[src/rtl/d_drain_arb.sv]
// d_drain_arb: round-robin drain of two destination FIFOs into one valid/ready stream
// with a 2-entry skid buffer covering the FIFO read latency and saturating per-source counters.
module d_drain_arb #(
  parameter int DATA_SIZE = 6,
  parameter int CNT_W     = 8
) (
  input  logic                 clk,
  input  logic                 reset,
  input  logic                 init,
  input  logic                 enable,
  input  logic                 fifo_empty_d0,
  input  logic                 fifo_empty_d1,
  input  logic [DATA_SIZE-1:0] data_out_0_cond,
  input  logic [DATA_SIZE-1:0] data_out_1_cond,
  output logic                 pop_d0,
  output logic                 pop_d1,
  output logic                 out_valid,
  output logic [DATA_SIZE-1:0] out_data,
  output logic                 out_dest,
  input  logic                 out_ready,
  output logic [CNT_W-1:0]     cnt_d0,
  output logic [CNT_W-1:0]     cnt_d1,
  output logic                 idle
);
  typedef enum logic [1:0] {IDLE, ACTIVE, DRAIN} state_t;
  state_t state, state_nx;
  logic [1:0] occ;
  logic inflight, fl_dest, last_grant, head, wr, deq, pop, any, credit;
  logic [1:0][DATA_SIZE-1:0] bdata;
  logic [1:0] bdest;
  assign any = !fifo_empty_d0 || !fifo_empty_d1;
  assign out_valid = occ != 2'd0;
  assign deq = out_valid && out_ready;
  // occ + inflight - deq < 2, rearranged to avoid underflow
  assign credit = ({1'b0, occ} + {2'b0, inflight}) < (3'd2 + {2'b0, deq});
  assign pop = pop_d0 || pop_d1;
  // tail slot; when full it reuses the head slot being dequeued this cycle
  assign wr = head ^ occ[0];
  always_ff @(posedge clk or posedge reset)
    if (reset) state <= IDLE;
    else state <= state_nx;
  always_comb begin
    state_nx = state;
    case (state)
      IDLE:    state_nx = (enable && any) ? ACTIVE : IDLE;
      ACTIVE:  state_nx = (!enable || !any) ? DRAIN : ACTIVE;
      DRAIN:   state_nx = (enable && any) ? ACTIVE : (!inflight && occ == 2'd0) ? IDLE : DRAIN;
      default: state_nx = IDLE;
    endcase
  end
  always_comb begin
    pop_d0   = state == ACTIVE && enable && credit && !fifo_empty_d0 && (fifo_empty_d1 || last_grant);
    pop_d1   = state == ACTIVE && enable && credit && !fifo_empty_d1 && (fifo_empty_d0 || !last_grant);
    idle     = state == IDLE && !inflight && occ == 2'd0;
    out_data = out_valid ? bdata[head] : '0;
    out_dest = out_valid && bdest[head];
  end
  always_ff @(posedge clk or posedge reset)
    if (reset) begin
      occ        <= 2'd0;
      inflight   <= 1'b0;
      fl_dest    <= 1'b0;
      head       <= 1'b0;
      bdata      <= '0;
      bdest      <= '0;
      last_grant <= 1'b1;
      cnt_d0     <= '0;
      cnt_d1     <= '0;
    end else begin
      inflight <= pop;
      if (pop) fl_dest <= pop_d1;
      if (inflight) begin
        bdata[wr] <= fl_dest ? data_out_1_cond : data_out_0_cond;
        bdest[wr] <= fl_dest;
      end
      head       <= head ^ deq;
      occ        <= occ + {1'b0, inflight} - {1'b0, deq};
      last_grant <= init ? 1'b1 : pop ? pop_d1 : last_grant;
      cnt_d0     <= init ? '0 : (deq && !out_dest && cnt_d0 != '1) ? cnt_d0 + 1'b1 : cnt_d0;
      cnt_d1     <= init ? '0 : (deq && out_dest && cnt_d1 != '1) ? cnt_d1 + 1'b1 : cnt_d1;
    end
endmodule

[config.mk]
export PLATFORM = sky130hd
export DESIGN_NAME = d_drain_arb
export DESIGN_NICKNAME = d
export VERILOG_FILES = /design/src/rtl/d_drain_arb.sv
export SDC_FILE = /design/constraint.sdc
export NUM_CORES = 1
export LEC_CHECK = 0
export ABC_CLOCK_PERIOD_IN_PS = 3100
export CAP_MARGIN = 20
export CORE_ASPECT_RATIO = 0.7
export CORE_MARGIN = 4
export CORE_UTILIZATION = 50
export CTS_CLUSTER_DIAMETER = 50
export DETAILED_ROUTE_END_ITERATION = 8
export PLACE_DENSITY_LB_ADDON = 0.25
export SYNTH_ARGS = -nofsm -noshare
export SYNTH_HDL_FRONTEND = slang
export SYNTH_SLANG_ARGS = --single-unit
[constraint.sdc]
create_clock -name clk -period 3.1 [get_ports clk]
set_input_delay 0.62 -clock clk [delete_from_list [all_inputs] [get_ports clk]]
set_output_delay 0.62 -clock clk [all_outputs]
set_load 0.005 [all_outputs]
==> impl_summary.txt <==
----------------------------------------------------
[Setup path]
  Max stage delay on crit path ... 0.51 ns
  CP startpoint kind ... register
  Category of the most critical setup path ... register to output pin
  Worst-path cell chain ... ha_1 > ha_1 > nor4bb_4 > nand2b_1 > nor3_2 > clkdlybuf4s50_1
  Count of buffer and inverter cells on the critical path ... 1
  Worst endpoint required time ... 2.48 ns
  WP data arrival ... 2.34 ns
  Top fanout value on the critical path ... 5
  Most Frequent Cell on Critical Path ... ha_1
  Top delay family on crit path ... simple AND/OR/NAND/NOR gates
  Max stage delay cell, worst path ... clkdlybuf4s50_1
  Crit path capture type ... output pin

[Floorplanning]
  Initial Util ... 53.2%
  Top-level I/O count ... 46
  Site Rows ... 18
  Placeable core region ... 3630 sq um
  Floorplan die area ... 4940 sq um
  Horizontal extent of the die ... 82.3 um
  Die Ht ... 60.0 um

[Final layout]
  Non-filler cells, final ... 295
  Fill cell total of the finished layout ... 287
  Most common library cell in the layout ignoring fill and taps ... clkdlybuf4s50_1
  Area occupied by registers ... 953 sq um
  Synthesis-to-layout area growth ... 33.0%
  Nets ... 269
  Commonest cells after routing, fill and taps aside ... 44 x clkdlybuf4s50_1, 36 x dfrtp_1, 21 x nand2_1
  Antenna cell count ... 0
  Multi-input combinational cell area ... 926 sq um
  Share of post-route cells with drive strength above 1 ... 9.80%

[Timing]
  Max-slew violation count ... 0
  Worst Tran Pin Value ... 0.930 ns
  FMAX ... 338 MHz
  Number of hold violations in the final report ... 0
  Period utilization ... 95.5%
  Layout Skew ... 0.00588 ns
  Setup TNS Final ... 0 ns
  Setup-failing EPs final ... 0
  Minimum hold slack ... 0.482 ns
  Minimum clock period after layout ... 2.96 ns
  Setup repair after global routing missed its margin ... no
  Headroom to the max-slew limit ... 37.7%

[Logic synthesis]
  Number of library cell types mapped by synthesis ... 34
  Most area-hungry cell type in the Yosys netlist ... dfrtp_1
  Top cells by area in the synthesized netlist ... dfrtp_1 48%, mux2i_1 7.8%, o21ai_0 5.2%
  Mapped Nets ... 220
  Main flop type after synthesis ... dfrtp_1
  Fraction of synthesized cell area taken by the top area cell type ... 48.0%
  Post-Syn Area per Cell ... 9.90 sq um
  Synthesis warning total ... 0
  Number of flops mapped to enable cells by yosys ... 0
  Area of the mapped netlist ... 1930 sq um
  Total of flip-flops plus latches after synthesis ... 38
  Post-Syn Instances ... 195
  Async S/R FF share, synth ... 100%
  Share of the yosys chip area belonging to registers ... 49.3%

[Pwr]
  Peak supply drop ... 0.530 mV
  Ratio of total power to cell area ... 767 nW/um^2
  Reported leakage power ... 1.11 nW

[Route]
  Detail Route Antenna Nets ... 0
  Total number of vias ... 1,629
  Violation count after the first detailed-routing iteration ... 71
  Remaining design rule violation count ... 0
  Routed wire length per instance ... 14.6 um
  Number of optimization iterations in the first detailed-route pass ... 4
  Final WL ... 4.29 mm
  Vias per Instance ... 5.52

[Placed design]
  Weighted congestion reported at the end of routability-driven placement ... 0.749
  Post-DP HPWL ... 2.96 mm
  # placed instances ... 287
  Number of buffer cells added on primary ports ... 45

[Clock network]
  Worst-path clk slew ... 0.08 ns
  TritonCTS buffer count ... 5
  TritonCTS sink count ... 38
  Buffer levels on the longest clock path ... 2
  Root Driver ... clkbuf_8
  TritonCTS clock tree ... yes
  H-tree depth ... 2
  Clock insertion delay at the later pin of the skew report ... 0.29 ns
  Cts-stage hold buffer count ... 0

[GRT]
  Via count of the first global-routing pass ... 1,528
  Gr ovfl total ... 0
  Maximum number of pins on one net before global-route repair ... 39
  GRT Total Usage ... 19.2%
  Number of antenna violations at the first check in global routing ... 0
  Wire length of the first global-routing pass ... 7.08 mm

[Run]
  Max Cap Viol ... 0

[Run status]
  Result of the run ... finished, final reports clean

[Hold path]
  Type of the most critical hold path ... register to register

----------------------------------------------------
[area by class of cell]
class,instances,share of cell area [%]
timing repair buffer,50,19.1
clock buffer,5,2.68
multi-input combinational,142,36.1
inverter,7,1.02
sequential,38,37.1
clock inverter,3,1.56
tap,50,2.44
[Yosys cell counts (2+ instances only)]
library cell  number
mux2_2             3
nand2_1           21
or3_1              5
xnor2_1            4
ha_1               6
nor2_1            14
buf_6              2
nand3_1            7
xor2_1             2
clkbuf_1           4
o21ai_0           20
a21oi_1           15
nand2b_1           3
or4_1              6
mux2i_1           15
o32a_1             2
o31ai_1            6
dfrtp_1           37
inv_1              7
nor3_1             2
[report_power, final]
| part | switching, mW | internal (mW) |
|---|---|---|
| registers | 0.130 | 0.641 |
| clock network | 0.179 | 0.237 |
| logic | 0.347 | 0.434 |
| total | 0.656 | 1.31 |
[cells by family (layout without fill, tap and decap cells)]
family,Yosys count,count (layout),synth area share (%)
AND/OR/NAND/NOR,66,66,17.0
adder cells (fa/ha/maj),6,6,3.89
AO/OA/AOI/OAI,46,46,13.8
multiplexers,18,18,9.53
XOR/XNOR,6,6,2.72
flip-flops,38,38,49.3
buffers and inverters,15,65,3.76
[flip-flops by register name (all words and copies together), names as in the netlist]
signal	cells
bdata	12
bdest	2
cnt_d0	8
cnt_d1	8
fl_dest	1
head	1
inflight	1
last_grant	1
occ	2
state	2
[worst min-delay path, cell delays in order (launching register included)]
cell and delay [ns]:
dfrtp_1 0.35, nand2_1 0.04, o21ai_0 0.06
[worst paths after layout]
| check | from | endpoint | slack, ns | cells after the start |
|---|---|---|---|---|
| worst max register to register | cnt_d1[0] | cnt_d1[5] | 0.97 | 5 |
| min in group asynchronous | reset | cnt_d0[6] | 0.74 | 3 |
| worst min-delay path | bdata[10] | bdata[10] | 0.48 | 2 |
| max in group asynchronous | reset | last_grant | 2.01 | 3 |
| worst min register to register | bdata[10] | bdata[10] | 0.48 | 2 |
| worst max-delay path | occ[0] | pop_d1 | 0.14 | 6 |
[per-layer routing]
layer | part of all wire (%) | vias up | GRT usage (%)
met1 | 48 | 785 | 27.0
met5 | 0 | - | 0
li1 | - | 797 | -
met4 | 1.1 | 0 | 6.40
met2 | 46 | 41 | 28.9
met3 | 4.7 | 6 | 4.82
[per-stage QoR]
| stage | total power, mW | util [%] | instance area (sq um) | worst slack, ns |
|---|---|---|---|---|
| after global placement | 1.52 | 67.1 | 2430 | 0.113 |
| after floorplan | 1.21 | - | 1930 | 0.976 |
| after CTS | 1.98 | 70.3 | 2550 | 0.0546 |
| after detailed placement | 1.56 | 67.1 | 2430 | 0.00679 |
| final | 1.97 | 70.8 | 2570 | 0.141 |
| after global routing | 2.12 | 70.8 | 2570 | 0.0282 |
[timing repair]
action	4_1_cts	5_1_grt
gates cloned	0	0
hold endpoints to repair	0	0
resized for setup	1	4
buffers inserted	0	0
endpoints found under the setup margin	2	2
pin swaps	0	1
Note: power is estimated with default switching activity, not from simulation.
